<file path="src/rtl/signed_square_accum.sv">
// Pipelined signed squarer and windowed power integrator: NLANE samples squared, summed
// and accumulated over ACC_LEN valid beats. Define SIGNED_SQUARE_ACC_SATURATE_EN for a clamping accumulator.
module signed_square_accum #(
  parameter int WIDTH     = 8,
  parameter int NLANE     = 4,
  parameter int ACC_LEN   = 16,
  parameter int ACC_WIDTH = 32
) (
  input  logic                   clk_i,
  input  logic                   rstn_i,
  input  logic [NLANE*WIDTH-1:0] dat_i,
  input  logic                   valid_i,
  input  logic                   clear_i,
  output logic [ACC_WIDTH-1:0]   pow_o,
  output logic                   pow_valid_o,
  output logic                   sat_o
);

  localparam int SQ_W   = 2*WIDTH - 1;
  localparam int HI_W   = 2*WIDTH - 3;
  localparam int SUM_W  = SQ_W + $clog2(NLANE);
  localparam int CNT_W  = (ACC_LEN > 1) ? $clog2(ACC_LEN) : 1;
  localparam logic [CNT_W-1:0] CNT_LAST = CNT_W'(ACC_LEN - 1);

  function automatic logic [WIDTH-1:0] magnitude(input logic [WIDTH-1:0] x);
    return x[WIDTH-1] ? (~x + WIDTH'(1)) : x;
  endfunction

  // With m = 2a + b, m*m = 4*a*(a+b) + b: bit 1 is always 0 and bit 0 is b,
  // so only a*(a+b) needs a multiplier, two bits narrower than a full square.
  function automatic logic [HI_W-1:0] square_hi(input logic [WIDTH-1:0] m);
    logic [HI_W-1:0] a;
    logic [HI_W-1:0] ab;
    a  = HI_W'(m[WIDTH-1:1]);
    ab = a + HI_W'(m[0]);
    return a * ab;
  endfunction

  // ---------------- input register ----------------
  logic [NLANE*WIDTH-1:0] s0_dat;
  logic                   s0_valid;

  // NOTE: sequential state is assigned with <= so every register samples pre-edge values.
  // NOTE: data registers are reset too, so nothing stale can surface after a mid-window reset.
  always_ff @(posedge clk_i or negedge rstn_i) begin
    if (!rstn_i) begin
      s0_dat   <= '0;
      s0_valid <= 1'b0;
    end else begin
      s0_valid <= valid_i & ~clear_i;
      if (valid_i) s0_dat <= dat_i;
    end
  end

  // ---------------- S1: per-lane square ----------------
  logic [HI_W-1:0]  sq_hi_d [NLANE];
  logic [NLANE-1:0] sq_lsb_d;
  logic [HI_W-1:0]  s1_hi   [NLANE];
  logic [NLANE-1:0] s1_lsb;
  logic             s1_valid;

  always_comb begin
    for (int k = 0; k < NLANE; k++) begin
      sq_hi_d[k]  = square_hi(magnitude(s0_dat[k*WIDTH +: WIDTH]));
      sq_lsb_d[k] = s0_dat[k*WIDTH];
    end
  end

  always_ff @(posedge clk_i or negedge rstn_i) begin
    if (!rstn_i) begin
      for (int k = 0; k < NLANE; k++) s1_hi[k] <= '0;
      s1_lsb   <= '0;
      s1_valid <= 1'b0;
    end else begin
      s1_valid <= s0_valid & ~clear_i;
      if (s0_valid) begin
        s1_hi  <= sq_hi_d;
        s1_lsb <= sq_lsb_d;
      end
    end
  end

  // ---------------- S2: lane sum ----------------
  logic [SUM_W-1:0] sum_d;
  logic [SUM_W-1:0] s2_sum;
  logic             s2_valid;

  // NOTE: every always_comb output gets a default first, so no path can infer a latch.
  always_comb begin
    sum_d = '0;
    for (int k = 0; k < NLANE; k++) begin
      sum_d = sum_d + SUM_W'({s1_hi[k], 1'b0, s1_lsb[k]});
    end
  end

  always_ff @(posedge clk_i or negedge rstn_i) begin
    if (!rstn_i) begin
      s2_sum   <= '0;
      s2_valid <= 1'b0;
    end else begin
      s2_valid <= s1_valid & ~clear_i;
      if (s1_valid) s2_sum <= sum_d;
    end
  end

  // ---------------- S3: window accumulator ----------------
  logic [ACC_WIDTH-1:0] acc;
  logic [ACC_WIDTH-1:0] acc_next;
  logic [CNT_W-1:0]     cnt;
  logic                 window_end;

  assign window_end = s2_valid && (cnt == CNT_LAST);

`ifdef SIGNED_SQUARE_ACC_SATURATE_EN
  localparam int ACC_W1 = ACC_WIDTH + 1;
  logic [ACC_WIDTH:0] acc_wide;
  logic               sat_flag;
  logic               sat_hit;

  always_comb begin
    acc_wide = {1'b0, acc} + ACC_W1'(s2_sum);
    sat_hit  = sat_flag | acc_wide[ACC_WIDTH];
    acc_next = sat_hit ? '1 : acc_wide[ACC_WIDTH-1:0];
  end

  // Sticky flag lives for one window; sat_o is published alongside the strobe.
  always_ff @(posedge clk_i or negedge rstn_i) begin
    if (!rstn_i) begin
      sat_flag <= 1'b0;
      sat_o    <= 1'b0;
    end else if (clear_i) begin
      sat_flag <= 1'b0;
    end else if (window_end) begin
      sat_o    <= sat_hit;
      sat_flag <= 1'b0;
    end else if (s2_valid) begin
      sat_flag <= sat_hit;
    end
  end
`else
  always_comb begin
    acc_next = acc + ACC_WIDTH'(s2_sum);
  end

  assign sat_o = 1'b0;
`endif

  // Clear aborts the window silently: no strobe, pow_o keeps its last value.
  always_ff @(posedge clk_i or negedge rstn_i) begin
    if (!rstn_i) begin
      acc         <= '0;
      cnt         <= '0;
      pow_o       <= '0;
      pow_valid_o <= 1'b0;
    end else begin
      pow_valid_o <= 1'b0;
      if (clear_i) begin
        acc <= '0;
        cnt <= '0;
      end else if (window_end) begin
        pow_o       <= acc_next;
        pow_valid_o <= 1'b1;
        acc         <= '0;
        cnt         <= '0;
      end else if (s2_valid) begin
        acc <= acc_next;
        cnt <= cnt + CNT_W'(1);
      end
    end
  end

endmodule
</file>
<file path="config.mk">
export PLATFORM = sky130hd
export DESIGN_NAME = signed_square_accum
export DESIGN_NICKNAME = d
export VERILOG_FILES = /design/src/rtl/signed_square_accum.sv
export SDC_FILE = /design/constraint.sdc
export NUM_CORES = 1
export LEC_CHECK = 0
export CAP_MARGIN = 20
export CORE_ASPECT_RATIO = 1.75
export CORE_UTILIZATION = 25
export CTS_BUF_LIST = sky130_fd_sc_hd__clkbuf_16
export DETAILED_ROUTE_END_ITERATION = 12
export PLACE_DENSITY = 0.5
export SYNTH_ARGS = -nofsm -noshare
export SYNTH_HDL_FRONTEND = slang
export SYNTH_SLANG_ARGS = --single-unit
</file>
<file path="constraint.sdc">
create_clock -name clk_i -period 7.2 [get_ports clk_i]
set_input_delay 1.44 -clock clk_i [delete_from_list [all_inputs] [get_ports clk_i]]
set_output_delay 1.44 -clock clk_i [all_outputs]
set_load 0.02 [all_outputs]
</file>
## Yosys cells after proc, flatten, opt, wreduce, memory -nomap -nowiden

Index checks and enable logic that the tools add are counted.

- Add/subtract/negate cells: 13
- $mul: 4
- Equal/unequal tests: 1
- Mux-type cells: 12
- Bitwise operators: 8
- Reductions and logical operators: 3

Operator list:

| kind | count |
|---|---|
| two-way mux 32 bit | 3 |
| multiplier 7 x 8 -> 13 bit | 4 |
| adder 32 x 17 -> 32 bit | 1 |
| adder 7 x 1 -> 8 bit | 4 |
| adder 8 x 1 -> 8 bit (second input constant) | 4 |
| two-way mux 8 bit | 4 |
| inverter 8 bit | 4 |
| adder 16 x 15 -> 17 bit | 1 |
| adder 17 x 15 -> 17 bit | 1 |
| adder 15 x 15 -> 16 bit | 1 |
| two-way mux 4 bit | 3 |
| adder 4 x 1 -> 4 bit (second input constant) | 1 |
| equality test 4 bit (second input constant) | 1 |
| AND 1 bit | 3 |
| nonzero test 3 bit | 1 |
| two-way mux 1 bit | 2 |
| AND reduction 2 bit | 1 |
| logical AND 1 bit | 1 |
| inverter 1 bit | 1 |

- Register bits: 177
- Bits of input ports: 36
- Logic and storage cells: 55

## Depth between registers and ports, before layout

- Depth in word-level cells: 5
- Mapped depth: 25

## Worst setup path before layout

OpenSTA, ideal clock, no wires.

- Path kind: flip-flop to flip-flop
- Start point: register s0_dat[24]
- End point: register s1_hi[11] (netlist name)
- Library setup time: 125 ps
- Arrival: 5561 ps
- Required time: 7075 ps
- Slack: 1515 ps
- Cell stages (with the launch flop): 24
- Buffers on the path: 0
- Clock period less this slack: 5685 ps
- Cells stage by stage: dfrtp_1 -> inv_1 -> ha_1 -> mux2i_1 -> inv_1 -> ha_1 -> ha_1 -> inv_1 -> ha_1 -> or2_2 -> fa_1 -> fa_1 -> inv_1 -> fa_1 -> inv_1 -> fa_1 -> inv_1 -> ha_1 -> o21ai_0 -> o21bai_1 -> a31oi_1 -> o21bai_1 -> xnor2_1 -> mux2_2

- Longest elaborated chain between the ends: 5

RTL lines:

| item | line | text |
|---|---|---|
| from (decl) | 40 | `logic [NLANE*WIDTH-1:0] s0_dat;` |
| from (signal assigned) | 51 | `if (valid_i) s0_dat <= dat_i;` |
| inverter 8 bit | 26 | `return x[WIDTH-1] ? (~x + WIDTH'(1)) : x;` |
| adder 8 x 1 -> 8 bit | 26 |  |
| two-way mux 8 bit * | 26 |  |
| adder 7 x 1 -> 8 bit | 35 | `ab = a + HI_W'(m[0]);` |
| multiplier 7 x 8 -> 13 bit * | 36 | `return a * ab;` |
| to (signal assigned) | 77 | `s1_hi <= sq_hi_d;` |
| to (decl) | 58 | `logic [HI_W-1:0] s1_hi [NLANE];` |

Mark *: on every way between the ends. The rest lies on a longest branch, timed or not.
A chain may end at the register's enable or synchronous reset.

## Worst setup path after layout

- Start point: register s0_dat[16]
- End point: register s1_hi[25] (netlist name)

The elaborated chain is that of the path after synthesis.

==> results_dict.tcl <==
set metrics [dict create \
    grt_pass1_wl_um 62100 \
    yosysSeqAreaShare 0.279 \
    holdBufCountCts 0 \
    vias 11100 \
    hold_slack_ps 503 \
    clockRootBuffer "clkbuf_16" \
    viasPerCell 4.51 \
    rows 121 \
    worstMarginPinSlew_ps 940 \
    yosysMostFrequentCell "ha_1" \
    tritoncts "done" \
    gp_congestion 0.858 \
    wl_per_cell_um 15.2 \
    hold_viol 0 \
    die_y_um 335 \
    cts_resized 0 \
    fin_util 0.290 \
    track_usage 0.124 \
    fp.dieW_um 192 \
    yosys.area.top_type "dfrtp_1" \
    syn_inst 1569 \
    cts_sinks 177 \
    synthesis.area_um2 15900 \
    syn_area_per_cell_um2 10.1 \
    core_um2 62500 \
    cp-end-kind "flip-flop" \
    initial_core_util 0.254 \
    clockBufferDepth 2 \
    cp.arrival_ps 6840 \
    violations "DRC" \
    maxSlewHeadroom 0.374 \
    setup_viol 0 \
    synth_edf_count 0 \
    drv_slew 0 \
    skew_ps 13.4 \
    final.min_clock_period_ps 6540 \
    ys.flop_type "dfrtp_1" \
    ys_seq_elements 177 \
    ios 70 \
    max_freq_mhz 153 \
    drt.antenna.violating_nets 0 \
    cp_max_fo 7 \
    insertion_delay_ps 470 \
    nNetsFinal 2000 \
    cap_viol_max_count 0 \
    final_area_um2 18100 \
    cts_setup_buffers 0 \
    portBuffers 68 \
    hp-class "flip-flop to flip-flop" \
    wirelength_um 37400 \
    tns_ps 0 \
    synth.top_cell.area_share 0.279 \
    hpwl_um 30100 \
    antenna_found_initial 0 \
    cp_data_required_time_ps 7500 \
    cts-htree-levels 4 \
    startpoint_type "flip-flop" \
    synth_cell_types 64 \
    synth_common_cells "ha_1 (179), inv_1 (178), dfrtp_1 (177), nor2_1 (171), fa_1 (139)" \
    cts_buffers 17 \
    yosys_warnings 0 \
    diodes 0 \
    critical_path_class "flip-flop to flip-flop" \
    synthArstFlopShare 1.00 \
    rsz0062_at_grt "false" \
    first_pass_iters 10 \
    grt-ovfl-total 0 \
    cts.reportedPaths.clkPinSlew_ps 80 \
    status "complete, but fails checks" \
    place_area_um2 17500 \
    grt_pass1_vias 11900 \
    grt_max_degree 99 \
    drt_iter0_markers 402 \
    drive_above_1_share 0.118 \
    drc 18 \
    fin_crit_sh 0.908 \
    die-area_um2 64500 \
    area_growth_pct 14.4 \
    synth_area_leaders "dfrtp_1 (28%), fa_1 (18%), ha_1 (14%), mux2_2 (6.7%), inv_1 (4.2%)" \
]
## layout by cell type (no fill, tap or decap), types with 5 or more instances in the layout
cell type / netlist / final
mux2i_1: 9 / 9
nand2_1: 62 / 62
clkdlybuf4s50_1: 0 / 66
clkbuf_16: 0 / 17
nand3b_1: 5 / 5
nand3_1: 16 / 16
a211oi_1: 5 / 5
or3_1: 11 / 11
o21ai_0: 56 / 56
a31oi_1: 16 / 16
o21a_1: 10 / 10
o21ai_1: 12 / 12
dfrtp_1: 177 / 176
a21oi_1: 77 / 77
xnor2_1: 76 / 76
o21bai_1: 16 / 16
o31ai_1: 5 / 5
or2_2: 42 / 42
fa_1: 139 / 139
a21o_1: 27 / 27
nor2_1: 171 / 171
conb_1: 2 / 21
nand2b_1: 9 / 9
nor3_1: 10 / 9
a22o_1: 17 / 17
inv_1: 178 / 179
ha_1: 179 / 179
nand4_1: 9 / 9
buf_4: 2 / 9
nor2b_1: 19 / 19
xor2_1: 30 / 30
mux2_2: 94 / 94
## flip-flops by register name (all words and copies together), names as in the netlist
signal,flops
acc,32
cnt,4
pow_o,32
pow_valid_o,1
s0_dat,32
s0_valid,1
s1_hi,52
s1_lsb,4
s1_valid,1
s2_sum,17
s2_valid,1
## through the flow
step,setup WS (ps),instances
detailed placement,653,2425
CTS,608,2457
finish,662,2458
global placement,748,2425
floorplan,1510,1588
global route,197,2458
## worst max-delay path: stages, from the launching register on
cell     delay [ps]
dfrtp_1         400
inv_1           100
ha_1            300
mux2i_1         500
inv_1           140
ha_1            250
ha_1            240
inv_1            70
ha_1            310
or2_2           340
fa_1            470
fa_1            540
inv_1            50
fa_1            530
inv_1            70
fa_1            540
inv_1            40
ha_1            340
inv_1            70
o21ai_0         260
a21oi_1         130
o21ai_0         190
a21oi_1         110
xnor2_1         290
a21oi_1         110
## kinds of logic (layout without fill, tap and decap cells)
kind of cell    after synthesis  count (layout)  synth area share
compound gates              268             268             0.107
xor+xnor                    106             106            0.0585
fa+ha+maj                   318             318             0.317
buf+inv                     217             288            0.0526
flops                       177             177             0.279
mux                         103             103            0.0724
other cells                   2              21          0.000473
simple gates                378             378             0.113
## layer usage
layer	global-route usage	routed length [µm]	up-vias
li1	-	-	5405
met1	0.134	14800	5483
met2	0.235	20500	145
met3	0.0160	765	50
met4	0.0538	1290	0
met5	0	0	-
## final timing paths
| kind | from | to | slack (ps) | cells past startpoint |
|---|---|---|---|---|
| worst max-delay path | s0_dat[16] | s1_hi[25] | 660 | 24 |
| worst min-delay path | acc[31] | acc[31] | 500 | 1 |
| worst max register to register | s0_dat[16] | s1_hi[25] | 660 | 24 |
| worst min register to register | acc[31] | acc[31] | 500 | 1 |
| max in group asynchronous | rstn_i | acc[1] | 5020 | 3 |
| min in group asynchronous | rstn_i | pow_o[20] | 1020 | 1 |
## layout make-up
class / instances / area [µm²]
Fill cell: 6555 / 44400
Multi-Input combinational cell: 1194 / 10700
Sequential cell: 177 / 4430
Tap cell: 799 / 1000
Timing Repair Buffer: 78 / 774
Inverter: 178 / 668
Clock buffer: 17 / 425
Clock inverter: 15 / 168
Power is left out: the tool's default activity adds up to more than one toggle a clock period on the data nets, which glitch-free logic cannot reach.
==> variant 1, RTL diff (config.mk and constraints unchanged) <==
Put one more register stage on the output `pow_o`. The value now appears one clock later. The other outputs are not delayed to match.
--- a/src/rtl/signed_square_accum.sv
+++ b/src/rtl/signed_square_accum.sv
@@ -22,4 +22,6 @@
   localparam int CNT_W  = (ACC_LEN > 1) ? $clog2(ACC_LEN) : 1;
   localparam logic [CNT_W-1:0] CNT_LAST = CNT_W'(ACC_LEN - 1);
+
+  logic [ACC_WIDTH-1:0] pow_s0;
 
   function automatic logic [WIDTH-1:0] magnitude(input logic [WIDTH-1:0] x);
@@ -151,5 +153,5 @@
       acc         <= '0;
       cnt         <= '0;
-      pow_o       <= '0;
+      pow_s0      <= '0;
       pow_valid_o <= 1'b0;
     end else begin
@@ -159,5 +161,5 @@
         cnt <= '0;
       end else if (window_end) begin
-        pow_o       <= acc_next;
+        pow_s0      <= acc_next;
         pow_valid_o <= 1'b1;
         acc         <= '0;
@@ -170,3 +172,7 @@
   end
 
+  always_ff @(posedge clk_i) begin
+    pow_o <= pow_s0;
+  end
+
 endmodule
Function: same outputs for any inputs over 10 cycles, from zero or initial values and one cycle with rstn_i low; that may be too few to reach the edited logic, so the function may still have changed.
==> variant 1 against the unedited design <==
- cell area is 6.1% higher
- count of clock-buffer cells in the layout grew 6
- area after synthesis up 6.0%
- setup slack gained 260 ps
- sequential cell count up 32
- wire length grew 4.6%
- sequential share of layout area rose by 1.9 points
- critical endpoint is now s1_hi[9]$_DFFE_PN0P_
Power is left out: the tool's default activity adds up to more than one toggle a clock period on the data nets, which glitch-free logic cannot reach.
==> variant 1: results (changes against the unedited design) <==
hold_path:
  min_from: "pow_s0[12]$_DFFE_PN0P_"
  whs_path_depth: 0  # -1
  whs_endpoint: "pow_o[12]$_DFF_P_"
final_layout:
  multi_input_gates: 1234  # +3.4%
  inverters: 175  # -1.7%
  bufAreaShareNonClock_pct: 3.75  # -0.52 points
  fillers: 6951  # +6.0%
  multiInputGateArea_um2: 10900  # +2.2%
  area.sequential_um2: 5070  # +14%
  signal_buffers: 72  # -7.7%
  clock_area_share_pct: 4.03  # +0.77 points
  nNetsFinal: 2069  # +3.5%
  drive_gt1_share_pct: 10.7  # -1.1 points
logic_synthesis:
  seq_area_frac_synth_pct: 30.2  # +2.2 points
  netlist_top_cells_area: "dfrtp_1, fa_1, ha_1"
  async_reset_ff_share_pct: 84.7  # -15 points
  synth_cell_types: 75  # +17%
clocking:
  worstSkewPairLatency_ps: 550  # +80 ps
  clock-sinks: 209  # +18%
  h-tree-depth: 1  # -3
  cts_buffers: 23  # +6
  clock_path_buffers: 3  # +1
timing:
  fin_skew_ps: 27.5  # +14.1 ps
  finalHoldWorstSlack_ps: 365  # -137 ps
  slew_headroom_pct: 39.0  # +1.7 points
routing:
  num_vias: 11600  # +4.7%
  avgRoutedWirePerCell_um: 14.9  # -1.9%
  drt_iter0_drc: 428  # +6.5%
  dr.pass1.iters: 4  # -6
global_routing:
  grt_max_degree: 151  # +53%
  grt_first_pass_wirelength_um: 65200  # +4.9%
place:
  gp_congestion: 0.825  # -3.9%
  dpl.hpwl_um: 31200  # +3.5%
worst_setup_path:
  cp.arrival_ps: 6700  # -140 ps
  reg2reg_to: "s1_hi[9]$_DFFE_PN0P_"
  regToRegStartpoint: "s0_dat[24]$_DFFE_PN0P_"
  rr_worst_depth: 22  # -8.3%
  reg2reg_slack_ps: 920  # +260 ps
status:
  outcome: "completed"
[variant 1: through the flow]
step                instance area (um2)  setup slack, ps  std cells
finish                            19300              919       2621
CTS                               19300              840       2621
detailed placement                18500              894       2579
global route                      19300              514       2621
global placement                  18500             1040       2579
floorplan                         16900             1510       1664
[variant 1: logic make-up (layout without fill, tap and decap cells)]
family | count (synthesis) | after routing | share of synthesized area [%]
AOI/OAI and AO/OA | 304 | 304 | 12.0
adders and majority gates | 318 | 318 | 29.9
other | 2 | 21 | 0.0447
buffers and inverters | 221 | 289 | 5.34
DFF | 209 | 209 | 30.2
muxes | 92 | 92 | 6.09
and+or+nand+nor | 407 | 407 | 11.7
xor gates and xnor gates | 92 | 92 | 4.79
[variant 1: how the worst max path moves through the flow]
stage	to	cells past startpoint	slack [ps]	start
after floorplan	s1_hi[12]$_DFFE_PN0P_	22	1510	s0_dat[24]$_DFFE_PN0P_
after global placement	s1_hi[38]$_DFFE_PN0P_	23	1040	s0_dat[8]$_DFFE_PN0P_
after detailed placement	s1_hi[9]$_DFFE_PN0P_	22	890	s0_dat[24]$_DFFE_PN0P_
after CTS	s1_hi[9]$_DFFE_PN0P_	22	840	s0_dat[24]$_DFFE_PN0P_
after global routing	s1_hi[9]$_DFFE_PN0P_	22	510	s0_dat[24]$_DFFE_PN0P_
final	s1_hi[9]$_DFFE_PN0P_	22	920	s0_dat[24]$_DFFE_PN0P_
[variant 1: routing by layer]
metal	track usage, %	part of all wire [%]	wire length (um)	vias up
li1	-	-	-	5717
met1	13.2	40	15600	5699
met2	23.2	55	21700	138
met3	1.13	2.4	948	46
met4	3.62	2.4	930	0
met5	0	0	0	-
==> variant 2, RTL diff (same settings) <==
Without the edit above. The parameter `ACC_LEN` goes from 16 to 8.
--- a/src/rtl/signed_square_accum.sv
+++ b/src/rtl/signed_square_accum.sv
@@ -4,5 +4,5 @@
   parameter int WIDTH     = 8,
   parameter int NLANE     = 4,
-  parameter int ACC_LEN   = 16,
+  parameter int ACC_LEN   = 8,
   parameter int ACC_WIDTH = 32
 ) (
Formal check against the unedited RTL: same outputs for any inputs over 10 cycles, from zero or initial values and one cycle with rstn_i low; that may be too few to reach the edited logic, so the function may still have changed.
==> variant 2 against the unedited design <==
- area after synthesis down 1.1%
- cell area down 1.1%
- wire length fell by 0.60%
- setup slack improved by 280 ps
- die area decreased by 1.1%
- largest cell class unchanged
- global-route usage about the same
- sequential cell count down 1
- count of clock-buffer cells in the layout is the same
- core utilization shrank 0.11 points
- highest routed layer unchanged
- worst hold slack worse by 24 ps
Power is left out: the tool's default activity adds up to more than one toggle a clock period on the data nets, which glitch-free logic cannot reach.
==> variant 2: results (changes against the unedited design) <==
place:
  placed_cells: 2400  # -1.0%
  place_area_um2: 17400  # -0.97%
  gp_congestion: 0.871  # +1.6%
  dpl.hpwl_um: 30200  # +0.13%
  port_buffers: 68  # unchanged
logic_synthesis:
  synth_commonest_cells: "ha_1, dfrtp_1, nor2_1, inv_1, fa_1"
  netlist_top_cells_area: "dfrtp_1, fa_1, ha_1"
  async_reset_ff_share_pct: 100  # unchanged
  ys.flop_type: "dfrtp_1"
  seq_area_frac_synth_pct: 28.1  # +0.16 points
  ys_warn_count: 0  # unchanged
  syn_inst: 1543  # -1.7%
  synth_edf_count: 0  # unchanged
  synth_cell_types: 65  # +1.6%
final_layout:
  nNetsFinal: 1975  # -1.3%
  n_antenna_cell: 0  # unchanged
  largest_reg_flops: 52  # unchanged
  drive_gt1_share_pct: 11.2  # -0.61 points
  largest-register: "s1_hi"
clocking:
  cts_resized: 0  # unchanged
  cts_buffers: 17  # unchanged
  root_buffer: "clkbuf_16"
  worstSkewPairLatency_ps: 460
  post_cts_buffers: 0  # unchanged
  clock_path_buffers: 2  # unchanged
timing:
  finalHoldViolations: 0  # unchanged
  slew_headroom_pct: 30.5  # -6.9 points
  fin_skew_ps: 17.7  # +4.21 ps
  slew_violations: 0  # unchanged
routing:
  drt_iter0_drc: 355  # -12%
  avgRoutedWirePerCell_um: 15.3  # +0.46%
  dr.pass1.iters: 4  # -6
  drt_wl_total_um: 37100  # -0.60%
  viasPerCell: 4.48  # -0.57%
worst_setup_path:
  slowest_stage: "fa_1"
  cp.arrival_ps: 6600  # -240 ps
  max_stage_delay_ps: 550
global_routing:
  grt_max_degree: 114  # +15%
  grt_first_pass_wirelength_um: 61900  # -0.41%
  grtUsageTotal_pct: 12.4  # about the same
  grt_pass1_vias: 11900  # -0.29%
status:
  outcome: "completed"
hold_path:
  hold_path.class: "reg2reg"
-- variant 2: cell types whose count changed in the layout (fill, tap and decap cells not counted), sizes merged, moves of 11 or more --
cell / before / now
nor2b: 19 / 7
inv: 185 / 167
a21oi: 79 / 52
o21ai: 68 / 83
xor2: 30 / 41
a21o: 27 / 45
nand2: 64 / 89
-- variant 2: cell type report --
cell class	count	area, um2
flip-flops and latches	176	4410
well taps	799	1000
clock inverters	15	168
inverters	159	597
clock buffers	17	425
fillers	6569	44100
repair buffers	75	732
multi-input cells	1191	10600
-- variant 2: per-stage QoR --
step | setup slack, ps | hold slack [ps]
after global placement | 1120 | 461
after CTS | 916 | 486
after detailed placement | 949 | 465
final | 946 | 479
after global routing | 482 | 509
after floorplan | 1480 | 454
-- variant 2: path summary, 6_finish.rpt --
| kind | cells after the start | to | from | slack [ps] |
|---|---|---|---|---|
| max | 23 | s1_hi[24]$_DFFE_PN0P_ | s0_dat[16]$_DFFE_PN0P_ | 950 |
| min | 2 | pow_o[10]$_DFFE_PN0P_ | pow_o[10]$_DFFE_PN0P_ | 480 |
| max reg2reg | 23 | s1_hi[24]$_DFFE_PN0P_ | s0_dat[16]$_DFFE_PN0P_ | 950 |
| min reg2reg | 2 | pow_o[10]$_DFFE_PN0P_ | pow_o[10]$_DFFE_PN0P_ | 480 |
| max in group asynchronous | 2 | s0_dat[5]$_DFFE_PN0P_ | rstn_i | 4730 |
| min in group asynchronous | 1 | pow_o[20]$_DFFE_PN0P_ | rstn_i | 1110 |
-- variant 2: logic make-up after synthesis --
kind of cell	share of synthesized area, %
simple gates	11.2
fa+ha+maj	32.1
compound gates	11.4
buf+inv	4.71
flops	28.1
xor+xnor	5.97
mux	6.44
other cells	0.0479
-- variant 2: routing by layer --
| metal | vias up | GRT usage [%] | wire (um) |
|---|---|---|---|
| met5 | - | 0 | 0 |
| met4 | 0 | 5.56 | 1440 |
| met3 | 54 | 1.85 | 987 |
| met2 | 167 | 23.4 | 20100 |
| met1 | 5341 | 13.3 | 14600 |
| li1 | 5341 | - | - |
-- variant 2: worst register-to-register path, cell delays in order, from the launching register on --
cell and delay, ps:
dfrtp_1 420, inv_1 100, ha_1 310, mux2i_1 460
inv_1 140, ha_1 240, ha_1 220, inv_1 60
ha_1 280, or2_2 330, fa_1 470, fa_1 550
inv_1 60, fa_1 530, inv_1 50, fa_1 520
inv_1 40, ha_1 320, o21ai_0 260, o21bai_1 130
a31oi_1 180, o21bai_1 90, xnor2_1 120, mux2_2 260
